===== src/rtl/ica_ctrl_pkg.sv =====
// ----------------------------------------------------------------------------
// ica_ctrl_pkg
// Shared definitions for the FastICA one-unit iteration sequencer.
//   seq_state_e      : sequencer state encoding
//   NSamplesDefault  : default number of batches accepted per iteration
//   MaxIterDefault   : default iteration limit
//   clog2_min1()     : $clog2 clamped to at least 1, for counter widths
// ----------------------------------------------------------------------------
package ica_ctrl_pkg;

    typedef enum logic [2:0] {
        StIdle   = 3'd0,
        StClear  = 3'd1,
        StStream = 3'd2,
        StDrain  = 3'd3,
        StUpdate = 3'd4,
        StDone   = 3'd5
    } seq_state_e;

    localparam int unsigned NSamplesDefault = 1024;
    localparam int unsigned MaxIterDefault  = 64;

    // A counter over a single value still needs one bit of storage.
    function automatic int unsigned clog2_min1(input int unsigned value);
        return (value > 1) ? $clog2(value) : 1;
    endfunction

endpackage


===== src/rtl/one_unit_seq_if.sv =====
// ----------------------------------------------------------------------------
// one_unit_seq_if
// Control bundle between the one-unit sequencer and its surroundings.
//   master modport : source/host side (drives start, abort, z_valid,
//                    upd_done, converged; observes everything else)
//   slave modport  : sequencer side
//   IT_W           : width of the completed-iteration counter
// ----------------------------------------------------------------------------
interface one_unit_seq_if
    import ica_ctrl_pkg::*;
#(
    parameter int unsigned IT_W = clog2_min1(MaxIterDefault + 1)
);

    // Run control
    logic            start;
    logic            abort;
    // Batch handshake
    logic            z_valid;
    logic            z_ready;
    // Multiplier stage enables
    logic            en_mul1;
    logic            en_mul2;
    logic            en_mul3;
    // Accumulator control
    logic            acc_clr;
    logic            acc_en;
    logic            acc_last;
    // Weight-update handoff
    logic            upd_start;
    logic            upd_done;
    logic            converged;
    // Status
    logic            busy;
    logic            done;
    logic            timeout;
    logic [IT_W-1:0] iter_cnt;

    modport master (
        output start, abort, z_valid, upd_done, converged,
        input  z_ready, en_mul1, en_mul2, en_mul3, acc_clr, acc_en, acc_last,
        input  upd_start, busy, done, timeout, iter_cnt
    );

    modport slave (
        input  start, abort, z_valid, upd_done, converged,
        output z_ready, en_mul1, en_mul2, en_mul3, acc_clr, acc_en, acc_last,
        output upd_start, busy, done, timeout, iter_cnt
    );

endinterface


===== src/rtl/one_unit_vpipe.sv =====
// ----------------------------------------------------------------------------
// one_unit_vpipe
// Three-deep valid/last token shift register that follows a batch through
// MUL2, MUL3 and the accumulator.
//   clk_i, rst_ni : clock, asynchronous active-low reset
//   flush_i       : synchronous clear of every stage
//   valid_i       : token entering (MUL1 enable)
//   last_i        : token is the last batch of the iteration
//   v2_o, v3_o    : MUL2 / MUL3 stage valid
//   va_o          : accumulator stage valid
//   last_a_o      : last flag of the accumulator stage
//   empty_o       : no token in any stage
// ----------------------------------------------------------------------------
module one_unit_vpipe (
    input  logic clk_i,
    input  logic rst_ni,
    input  logic flush_i,
    input  logic valid_i,
    input  logic last_i,
    output logic v2_o,
    output logic v3_o,
    output logic va_o,
    output logic last_a_o,
    output logic empty_o
);

    // Bit 0 = MUL2 stage, bit 1 = MUL3 stage, bit 2 = accumulator stage.
    logic [2:0] valid_q, valid_d;
    logic [2:0] last_q,  last_d;

    always_comb begin
        valid_d = {valid_q[1:0], valid_i};
        // A bubble never carries a last flag.
        last_d  = {last_q[1:0], valid_i & last_i};
        if (flush_i) begin
            valid_d = '0;
            last_d  = '0;
        end
    end

    always_ff @(posedge clk_i or negedge rst_ni) begin
        if (!rst_ni) begin
            valid_q <= '0;
            last_q  <= '0;
        end else begin
            valid_q <= valid_d;
            last_q  <= last_d;
        end
    end

    assign v2_o     = valid_q[0];
    assign v3_o     = valid_q[1];
    assign va_o     = valid_q[2];
    assign last_a_o = last_q[2];
    assign empty_o  = ~|valid_q;

endmodule


===== src/rtl/one_unit_seq.sv =====
// ----------------------------------------------------------------------------
// one_unit_seq
// Sequencer for the FastICA one-unit iteration datapath. Streams N_SAMPLES
// whitened batches per iteration into the MUL1/MUL2/MUL3 chain as a travelling
// valid token, frames each iteration with an accumulator clear and a last
// marker, hands off to the weight-update unit and loops until convergence or
// MAX_ITER iterations.
//   clk_mul : clock, rising edge
//   rst_n   : asynchronous active-low reset
//   bus     : one_unit_seq_if.slave (handshake, enables, status)
// Parameters:
//   N_SAMPLES : batches per iteration (>= 1)
//   MAX_ITER  : iteration limit (>= 1)
//   CNT_W     : batch counter width
//   IT_W      : iteration counter width (must match the interface)
// ----------------------------------------------------------------------------
module one_unit_seq
    import ica_ctrl_pkg::*;
#(
    parameter int unsigned N_SAMPLES = NSamplesDefault,
    parameter int unsigned MAX_ITER  = MaxIterDefault,
    parameter int unsigned CNT_W     = clog2_min1(N_SAMPLES),
    parameter int unsigned IT_W      = clog2_min1(MAX_ITER + 1)
) (
    input  logic          clk_mul,
    input  logic          rst_n,
    one_unit_seq_if.slave bus
);

    seq_state_e      state_q, state_d;
    logic [CNT_W-1:0] cnt_q, cnt_d;
    logic [IT_W-1:0]  iter_q, iter_d;
    logic [IT_W-1:0]  iter_inc;

    // Registered outputs, each derived from the next state.
    logic z_ready_q, z_ready_d;
    logic acc_clr_q, acc_clr_d;
    logic busy_q,    busy_d;
    logic done_q,    done_d;
    logic timeout_q, timeout_d;

    logic accept;
    logic last_accept;
    logic upd_start;

    logic v2, v3, va, last_a, pipe_empty;

    // Abort kills the handshake in its own cycle so no batch is half-accepted.
    assign accept      = bus.z_valid & z_ready_q & ~bus.abort;
    assign last_accept = accept && (cnt_q == CNT_W'(N_SAMPLES - 1));
    assign iter_inc    = iter_q + IT_W'(1);

    always_comb begin
        state_d   = state_q;
        cnt_d     = cnt_q;
        iter_d    = iter_q;
        timeout_d = timeout_q;
        upd_start = 1'b0;

        if (bus.abort) begin
            state_d = StIdle;
            cnt_d   = '0;
            iter_d  = '0;
        end else begin
            unique case (state_q)
                StIdle: begin
                    if (bus.start) begin
                        state_d   = StClear;
                        iter_d    = '0;
                        timeout_d = 1'b0;
                    end
                end
                StClear: begin
                    cnt_d   = '0;
                    state_d = StStream;
                end
                StStream: begin
                    if (accept) begin
                        cnt_d = cnt_q + CNT_W'(1);
                        if (last_accept) begin
                            state_d = StDrain;
                        end
                    end
                end
                StDrain: begin
                    // The update unit may only start once the last product
                    // has been folded into the accumulator.
                    if (pipe_empty) begin
                        upd_start = 1'b1;
                        state_d   = StUpdate;
                    end
                end
                StUpdate: begin
                    if (bus.upd_done) begin
                        iter_d = iter_inc;
                        if (bus.converged) begin
                            state_d   = StDone;
                            timeout_d = 1'b0;
                        end else if (iter_inc == IT_W'(MAX_ITER)) begin
                            state_d   = StDone;
                            timeout_d = 1'b1;
                        end else begin
                            state_d = StClear;
                        end
                    end
                end
                StDone: begin
                    state_d = StIdle;
                end
                default: begin
                    state_d = StIdle;
                end
            endcase
        end

        z_ready_d = (state_d == StStream);
        acc_clr_d = (state_d == StClear);
        busy_d    = (state_d != StIdle);
        done_d    = (state_d == StDone);
    end

    always_ff @(posedge clk_mul or negedge rst_n) begin
        if (!rst_n) begin
            state_q   <= StIdle;
            cnt_q     <= '0;
            iter_q    <= '0;
            z_ready_q <= 1'b0;
            acc_clr_q <= 1'b0;
            busy_q    <= 1'b0;
            done_q    <= 1'b0;
            timeout_q <= 1'b0;
        end else begin
            state_q   <= state_d;
            cnt_q     <= cnt_d;
            iter_q    <= iter_d;
            z_ready_q <= z_ready_d;
            acc_clr_q <= acc_clr_d;
            busy_q    <= busy_d;
            done_q    <= done_d;
            timeout_q <= timeout_d;
        end
    end

    one_unit_vpipe u_vpipe (
        .clk_i    (clk_mul),
        .rst_ni   (rst_n),
        .flush_i  (bus.abort),
        .valid_i  (accept),
        .last_i   (last_accept),
        .v2_o     (v2),
        .v3_o     (v3),
        .va_o     (va),
        .last_a_o (last_a),
        .empty_o  (pipe_empty)
    );

    assign bus.z_ready   = z_ready_q & ~bus.abort;
    assign bus.en_mul1   = accept;
    assign bus.en_mul2   = v2;
    assign bus.en_mul3   = v3;
    assign bus.acc_clr   = acc_clr_q;
    assign bus.acc_en    = va;
    assign bus.acc_last  = va & last_a;
    assign bus.upd_start = upd_start;
    assign bus.busy      = busy_q;
    assign bus.done      = done_q;
    assign bus.timeout   = timeout_q;
    assign bus.iter_cnt  = iter_q;

endmodule


===== src/flat_wrapper.sv =====
// flat-port wrapper written by rule: the top's interface ports become plain ports
module one_unit_seq_flat import ica_ctrl_pkg::*;
#(
    parameter int unsigned N_SAMPLES = NSamplesDefault,
    parameter int unsigned MAX_ITER  = MaxIterDefault,
    parameter int unsigned CNT_W     = clog2_min1(N_SAMPLES),
    parameter int unsigned IT_W      = clog2_min1(MAX_ITER + 1)
)
  (clk_mul, rst_n, bus_start, bus_abort, bus_z_valid, bus_upd_done, bus_converged, bus_z_ready, bus_en_mul1, bus_en_mul2, bus_en_mul3, bus_acc_clr, bus_acc_en, bus_acc_last, bus_upd_start, bus_busy, bus_done, bus_timeout, bus_iter_cnt);
  one_unit_seq_if #(.IT_W(IT_W)) bus_i ();
  input  logic clk_mul;
  input  logic rst_n;
  input wire logic [$bits(bus_i.start)-1:0] bus_start;
  input wire logic [$bits(bus_i.abort)-1:0] bus_abort;
  input wire logic [$bits(bus_i.z_valid)-1:0] bus_z_valid;
  input wire logic [$bits(bus_i.upd_done)-1:0] bus_upd_done;
  input wire logic [$bits(bus_i.converged)-1:0] bus_converged;
  output wire logic [$bits(bus_i.z_ready)-1:0] bus_z_ready;
  output wire logic [$bits(bus_i.en_mul1)-1:0] bus_en_mul1;
  output wire logic [$bits(bus_i.en_mul2)-1:0] bus_en_mul2;
  output wire logic [$bits(bus_i.en_mul3)-1:0] bus_en_mul3;
  output wire logic [$bits(bus_i.acc_clr)-1:0] bus_acc_clr;
  output wire logic [$bits(bus_i.acc_en)-1:0] bus_acc_en;
  output wire logic [$bits(bus_i.acc_last)-1:0] bus_acc_last;
  output wire logic [$bits(bus_i.upd_start)-1:0] bus_upd_start;
  output wire logic [$bits(bus_i.busy)-1:0] bus_busy;
  output wire logic [$bits(bus_i.done)-1:0] bus_done;
  output wire logic [$bits(bus_i.timeout)-1:0] bus_timeout;
  output wire logic [$bits(bus_i.iter_cnt)-1:0] bus_iter_cnt;
  assign bus_i.start = bus_start;
  assign bus_i.abort = bus_abort;
  assign bus_i.z_valid = bus_z_valid;
  assign bus_i.upd_done = bus_upd_done;
  assign bus_i.converged = bus_converged;
  assign bus_z_ready = bus_i.z_ready;
  assign bus_en_mul1 = bus_i.en_mul1;
  assign bus_en_mul2 = bus_i.en_mul2;
  assign bus_en_mul3 = bus_i.en_mul3;
  assign bus_acc_clr = bus_i.acc_clr;
  assign bus_acc_en = bus_i.acc_en;
  assign bus_acc_last = bus_i.acc_last;
  assign bus_upd_start = bus_i.upd_start;
  assign bus_busy = bus_i.busy;
  assign bus_done = bus_i.done;
  assign bus_timeout = bus_i.timeout;
  assign bus_iter_cnt = bus_i.iter_cnt;
  one_unit_seq #(.N_SAMPLES(N_SAMPLES), .MAX_ITER(MAX_ITER), .CNT_W(CNT_W), .IT_W(IT_W)) u_core (.clk_mul(clk_mul), .rst_n(rst_n), .bus(bus_i));
endmodule

===== config.mk =====
export PLATFORM = sky130hd
export DESIGN_NAME = one_unit_seq_flat
export DESIGN_NICKNAME = d
export VERILOG_FILES = /design/src/rtl/ica_ctrl_pkg.sv /design/src/rtl/one_unit_seq_if.sv /design/src/rtl/one_unit_vpipe.sv /design/src/rtl/one_unit_seq.sv /design/src/flat_wrapper.sv
export SDC_FILE = /design/constraint.sdc
export NUM_CORES = 1
export LEC_CHECK = 0
export CAP_MARGIN = 40
export CORE_ASPECT_RATIO = 0.75
export CORE_MARGIN = 2
export CORE_UTILIZATION = 56
export DETAILED_ROUTE_END_ITERATION = 6
export PLACE_DENSITY = 0.82
export SYNTH_ARGS = -nofsm -noshare
export SYNTH_HDL_FRONTEND = slang
export SYNTH_SLANG_ARGS = --single-unit
export TNS_END_PERCENT = 5

===== constraint.sdc =====
create_clock -name clk_mul -period 5.5 [get_ports clk_mul]
set_input_delay 1.1 -clock clk_mul [delete_from_list [all_inputs] [get_ports clk_mul]]
set_output_delay 1.1 -clock clk_mul [all_outputs]
set_load 0.005 [all_outputs]

======== After elaboration in Yosys (flattened, before gate mapping) ========
Cells that the tools add are included.
cells by class
  magnitude comparators ................... 0
  divide/modulo/power cells ............... 0
  reduce and logical (&&, ||, !) cells .... 10
  equal/unequal tests ..................... 15
  multiplexer cells ....................... 26
  add/sub/neg operators ................... 2
  shift operators ......................... 0
  bitwise gates (word level) .............. 6
  multipliers ............................. 0
operators with widths
  operator                 number
  $mux W3                  10
  $mux W7                  3
  $mux W10                 2
  $pmux W10 S2             1
  $pmux W3 S5              1
  $pmux W7 S2              1
  $add A10 B1 Y10 const B  1
  $eq A10 B10 Y1 const B   1
  $eq A3 B2 Y1 const B     3
  $reduce_bool A3 Y1       3
  $add A7 B1 Y7 const B    1
  $eq A7 B7 Y1 const B     1
  $mux W1                  7
  $eq A3 B1 Y1 const B     2
  $eq A3 B3 Y1 const B     2
  $ne A3 B2 Y1 const B     2
  $ne A3 B3 Y1 const B     2
  $and A1 B1 Y1            5
  $reduce_and A5 Y1        1
  $ne A2 B2 Y1 const B     2
  $logic_not A3 Y1         1
  $reduce_and A3 Y1        1
  $reduce_or A3 Y1         1
  $pmux W1 S2              1
  other kinds (4)          4
storage, ports and cells
  input bits .............................. 7
  word-level logic and storage cells ...... 69
  register bits after elaboration ......... 31
  output and inout port bits .............. 18
  bits in latches ......................... 0
  memory bits (read-only) ................. 0
  bits in writable memories ............... 0
  memories kept ........................... 0

======== Longest topological paths before layout ========
  depth after elaboration ................. 8
  gate-level depth with buffers ........... 7
  gate-level depth less buffers ........... 6

======== Modules after synthesis ========
From an unflattened synthesis, not the netlist that was laid out.
unflattened totals
  cell total of the unflattened synthesis .. 163
  area, all modules ....................... 1600.3 um^2
by module, submodules not included
  module          area an instance (um^2)  sequential area each (um^2)  cells an instance  instances
  one_unit_seq    1391.3                   625.6                        150                1
  one_unit_vpipe  209.0                    150.1                        13                 1

======== Worst setup path before layout ========
No wires, ideal clock.
  path type ............................... input to output
  start point ............................. input bus_abort
  end point ............................... output bus_upd_start
  cell stages on the path ................. 2
  buffers on the path ..................... 1
  slack ................................... 2958 ps
  data required time ...................... 4400 ps
  data arrival time ....................... 1442 ps
  cell sequence ........................... buf_4 nor3_1
between the ends
  cells in the longest elaborated chain, start to end .. 1
ends and longest elaborated chain
  element             RTL line            text
  start: declaration  flat_wrapper.sv:14  input wire logic [$bits(bus_i.abort)-1:0] bus_abort;
  $mux W1             one_unit_seq.sv:60  if (bus.abort) begin
  end: declaration    flat_wrapper.sv:25  output wire logic [$bits(bus_i.upd_start)-1:0] bus_upd_start;
Every way passes these cells.

======== Final worst setup path ========
  start point ............................. input bus_abort
  end point ............................... output bus_en_mul1
between the ends
  cells in the longest elaborated chain, start to end .. 2
ends and longest elaborated chain
  element                      RTL line            text
  $not A1 Y1 (no source line)  n/a
  $and A1 B1 Y1                one_unit_seq.sv:49  assign accept = bus.z_valid & z_ready_q & ~bus.abort;
  end: declaration             flat_wrapper.sv:19  output wire logic [$bits(bus_i.en_mul1)-1:0] bus_en_mul1;
Every way passes these cells.

==> results list <==
- Number of rows in the core area: 16
- In this run the most critical hold path is launched from u_core.u_vpipe.last_q[0].
* Area of all placed cells without fillers: 0.001964 mm2
* CTS HTree Levels: 2
- By count the netlist is led by dfrtp_1, nand2_1, nor2_1.
- Highest signal layer in the routed design: met4
- The count of nets left with antenna violations once routing finished came out at 0.
* CP max stage delay: 0.69 ns
- The worst path needs 3.863 ns of the cycle, external delays included.
- Cell count after synthesis: 173
* Total grt overflow: 0
- The tree built by TritonCTS fans out to 31 sinks.
- The setup path with the least slack is of type input pin to primary output.
* Headroom to the max-slew limit: 43.05%
- Achievable Freq: 258.9 MHz
- At the pin with the least slew margin, the transition time is 0.8542 ns.
- Summed instance area of the synthesized netlist: 0.001624 mm2
- Die area: 0.003351 mm2
- Hold-fix buffer count after cts: 0
* Cell depth of the worst flop-to-flop path: 6
- The synthesized design contains 0 enable-type register cells.
* Unrepaired setup endpoints after global routing: no
- Async set or reset register ratio after synthesis: 100.0%
- In the final routed layout, each cell accounts on average for 15.88 um.
- Max Cap Violations: 0
* Number of instances on the worst hold path: 1
- The count of buffers added on input and output ports is 24.
* Via density: 6.278
- In the final design database the tool counted 207 nets.
* Via count of the routed design: 1,469
- Required time of the critical path: around 4.4 ns
- TritonCTS created 5 clock buffers.
* Sequential-to-total area share from yosys stat: 47.77%
* Average cell area after synthesis: 9.388 um2
- Highest ir drop seen on vdd: 0.1802 mV
- The hold violation total from the final report is 0.
* Wl on met1: about 1700 um
- Pin placement for this block handled 25 I/O pins.
- Global-route total usage across every layer: 26.42%
* Leakage power: between 0.8 and 0.9 nW
- Antenna violations before repair: 0
- Post-layout power: 0.4580 mW
- Initial core utilization: about three fifths
- The worst register-to-register path begins at u_core.cnt_q[0].
- In this design, the largest share of critical-path delay is due to buffers and inverters.
* Crit end category: primary output
- Number of library cell types mapped by synthesis: 45
- Via count of the first global-routing pass: between 1,000 and 1,500
- After routing, the total negative slack on setup checks comes to 0 ns.
- Fin. max-slew vios: 0
- In this run, synthesis produced a sequential element count of 31.
* Clock Path Buffers: 2
- Main flop type after synthesis: dfrtp_1
- Top-area cell type share of the netlist area: between 40% and 50%
- Counting buffers and inverters, the worst setup path is 4 cells deep.
- Final HPWL from detailed placement: around 2700 um
* Series of cell instances along the critical path: clkdlybuf4s50_1 -> nor2b_1 -> and2_1 -> clkdlybuf4s50_1
* Clock Tree Root: clkbuf_8
- Clock latency on the worst-skew pair, taken at its later pin, is around 0.29 ns.
* Number of setup buffers added after CTS: 0
* Worst hold slack after final layout: approximately 0.48 ns
* Most area-consuming cells after synthesis: dfrtp_1, a21oi_1, o21ai_0
- dfrtp_1 is the most common cell in the netlist.
* Ratio of total power to cell area: 233.2 mW/mm2
- TritonCTS built the clock tree.
- Number of resized instances in the post-cts repair step: 0
- Largest net degree at the start of global routing: 32
- Largest area contributor in the synthesized netlist: dfrtp_1
- Tcrit/Tclk final: approximately 70%
* First-iteration detailed-routing DRC count: 134
- The slowest stage of the critical path is the clkdlybuf4s50_1 cell.
- In this design, the critical path's most frequently occurring cell is clkdlybuf4s50_1.
- Launch point of the worst path: bus_abort
* Max Clock Skew: 0.009060 ns
- Die width: approximately 66 um
* Area growth from synthesis to layout: 20.96%
- The number of antenna diodes in the final layout is 0.
- The core region is 0.002683 mm2.
- The number of nets handed over by synthesis was about 180.
- Clock slew seen by the registers of the worst setup and hold paths: 0.05 ns
- The flow ran to the end, and the final reports show no timing, DRC or antenna violations.
- Path category of the worst min-delay check: flip-flop to flip-flop
- Post-layout utilization of the core: 73.23%
- For this run, the number of Yosys warnings is 0.
- Router iterations before antenna repair: 4
- Arr. time, crit path: 2.76 ns
- At the end of routability-driven placement, the weighted congestion stood at slightly above 0.9.
- Detailed routing placed a total of about 1600 um of wire on met2.
* Die height: 50.64 um
- CP startpoint kind: input pin
- For this block, the routed nets add up to about 3700 um of wire.
- Max FO, Critical Path: 15
- First-pass GRT wire length: 6382 um
* Fraction of final layout cells sized beyond drive strength 1: under 10%
- Number of endpoints failing setup at the final stage: 0
* CP bufs+invs: 2
- Met3 WL: approximately 350 um
- The placed instances occupy a cell area of 0.001877 mm2.
* Remaining design rule violation count: 0
==> logic make-up (layout without fill, tap and decap cells) <==
kind of cell    Yosys count  in the layout  synth area share [%]
buf+inv                  10             35                 3.158
compound gates           42             42                 15.49
flops                    31             31                 47.77
xor+xnor                  2              2                 1.079
simple gates             84             84                 29.66
fa+ha+maj                 2              2                 1.541
mux                       2              2                 1.310
==> routing by layer <==
metal / global-route usage, % / vias to the layer above
li1: - / 675
met1: 40.32 / 707
met2: 35.17 / 77
met3: 6.054 / 10
met4: 12.24 / 0
met5: 0 / -
==> through the flow <==
| step | cells | worst slack [ns] |
|---|---|---|
| finish | 234 | 1.637 |
| global route | 234 | 1.515 |
| CTS | 234 | 1.640 |
| detailed placement | 227 | 1.633 |
| global placement | 227 | 1.672 |
| floorplan | 173 | 2.958 |
==> report_power, final <==
part	switching [mW]	internal [mW]	total [mW]
Sequential	0.00415	0.232	0.236
Combinational	0.0256	0.0168	0.0424
Clock	0.0819	0.0979	0.180
Total	0.112	0.346	0.458
==> registers in the layout, indices dropped and copies added, names as in the netlist, 3 cells and up <==
signal	cells
u_core.state_q	3
u_core.u_vpipe.last_q	3
u_core.cnt_q	10
u_core.bus.iter_cnt	7
u_core.u_vpipe.valid_q	3
==> worst reg2reg max path, cell delays in order, from the launching register on <==
cell	delay (ns)
dfrtp_1	0.41
ha_1	0.24
and3_2	0.27
nand4_2	0.12
a21oi_1	0.71
a31oi_1	0.16
a31oi_1	0.19
==> final timing paths <==
kind / endpoint / slack [ns]
setup / recovery: bus_en_mul1 / 1.64
hold / removal: u_core.u_vpipe.last_q[1] / 0.48
setup reg to reg: u_core.bus.timeout / 3.33
hold reg to reg: u_core.u_vpipe.last_q[1] / 0.48
max in group asynchronous: u_core.state_q[1] / 4.03
min in group asynchronous: u_core.state_q[0] / 1.20
==> area by class of cell <==
class / instances / area (um2)
Multi-Input combinational cell: 132 / 797.0
Sequential cell: 31 / 775.7
Clock buffer: 6 / 82.58
Timing Repair Buffer: 25 / 247.7
Fill cell: 205 / 718.2
Clock inverter: 1 / 5.005
Inverter: 3 / 11.26
Tap cell: 36 / 45.04
==> cell usage in the layout, fill, tap and decap left out, types with 2 or more instances in the layout <==
master and instances:
nor2b_1 6, o31ai_1 3, nor3_1 3, xor2_1 2, nor2_1 15, a31oi_1 3
nand4_1 3, and2_2 2, o21ai_0 14, a21oi_1 14, nand2b_1 3, or4_1 2
ha_1 2, dfrtp_1 31, inv_1 3, and3_1 3, nand4b_1 2, and3_2 2
nand2_1 16, nand3_1 12, clkdlybuf4s50_1 24, or3_1 2, a211o_1 2, clkbuf_8 6
and2_1 4
Note: power is estimated with default switching activity, not from simulation.
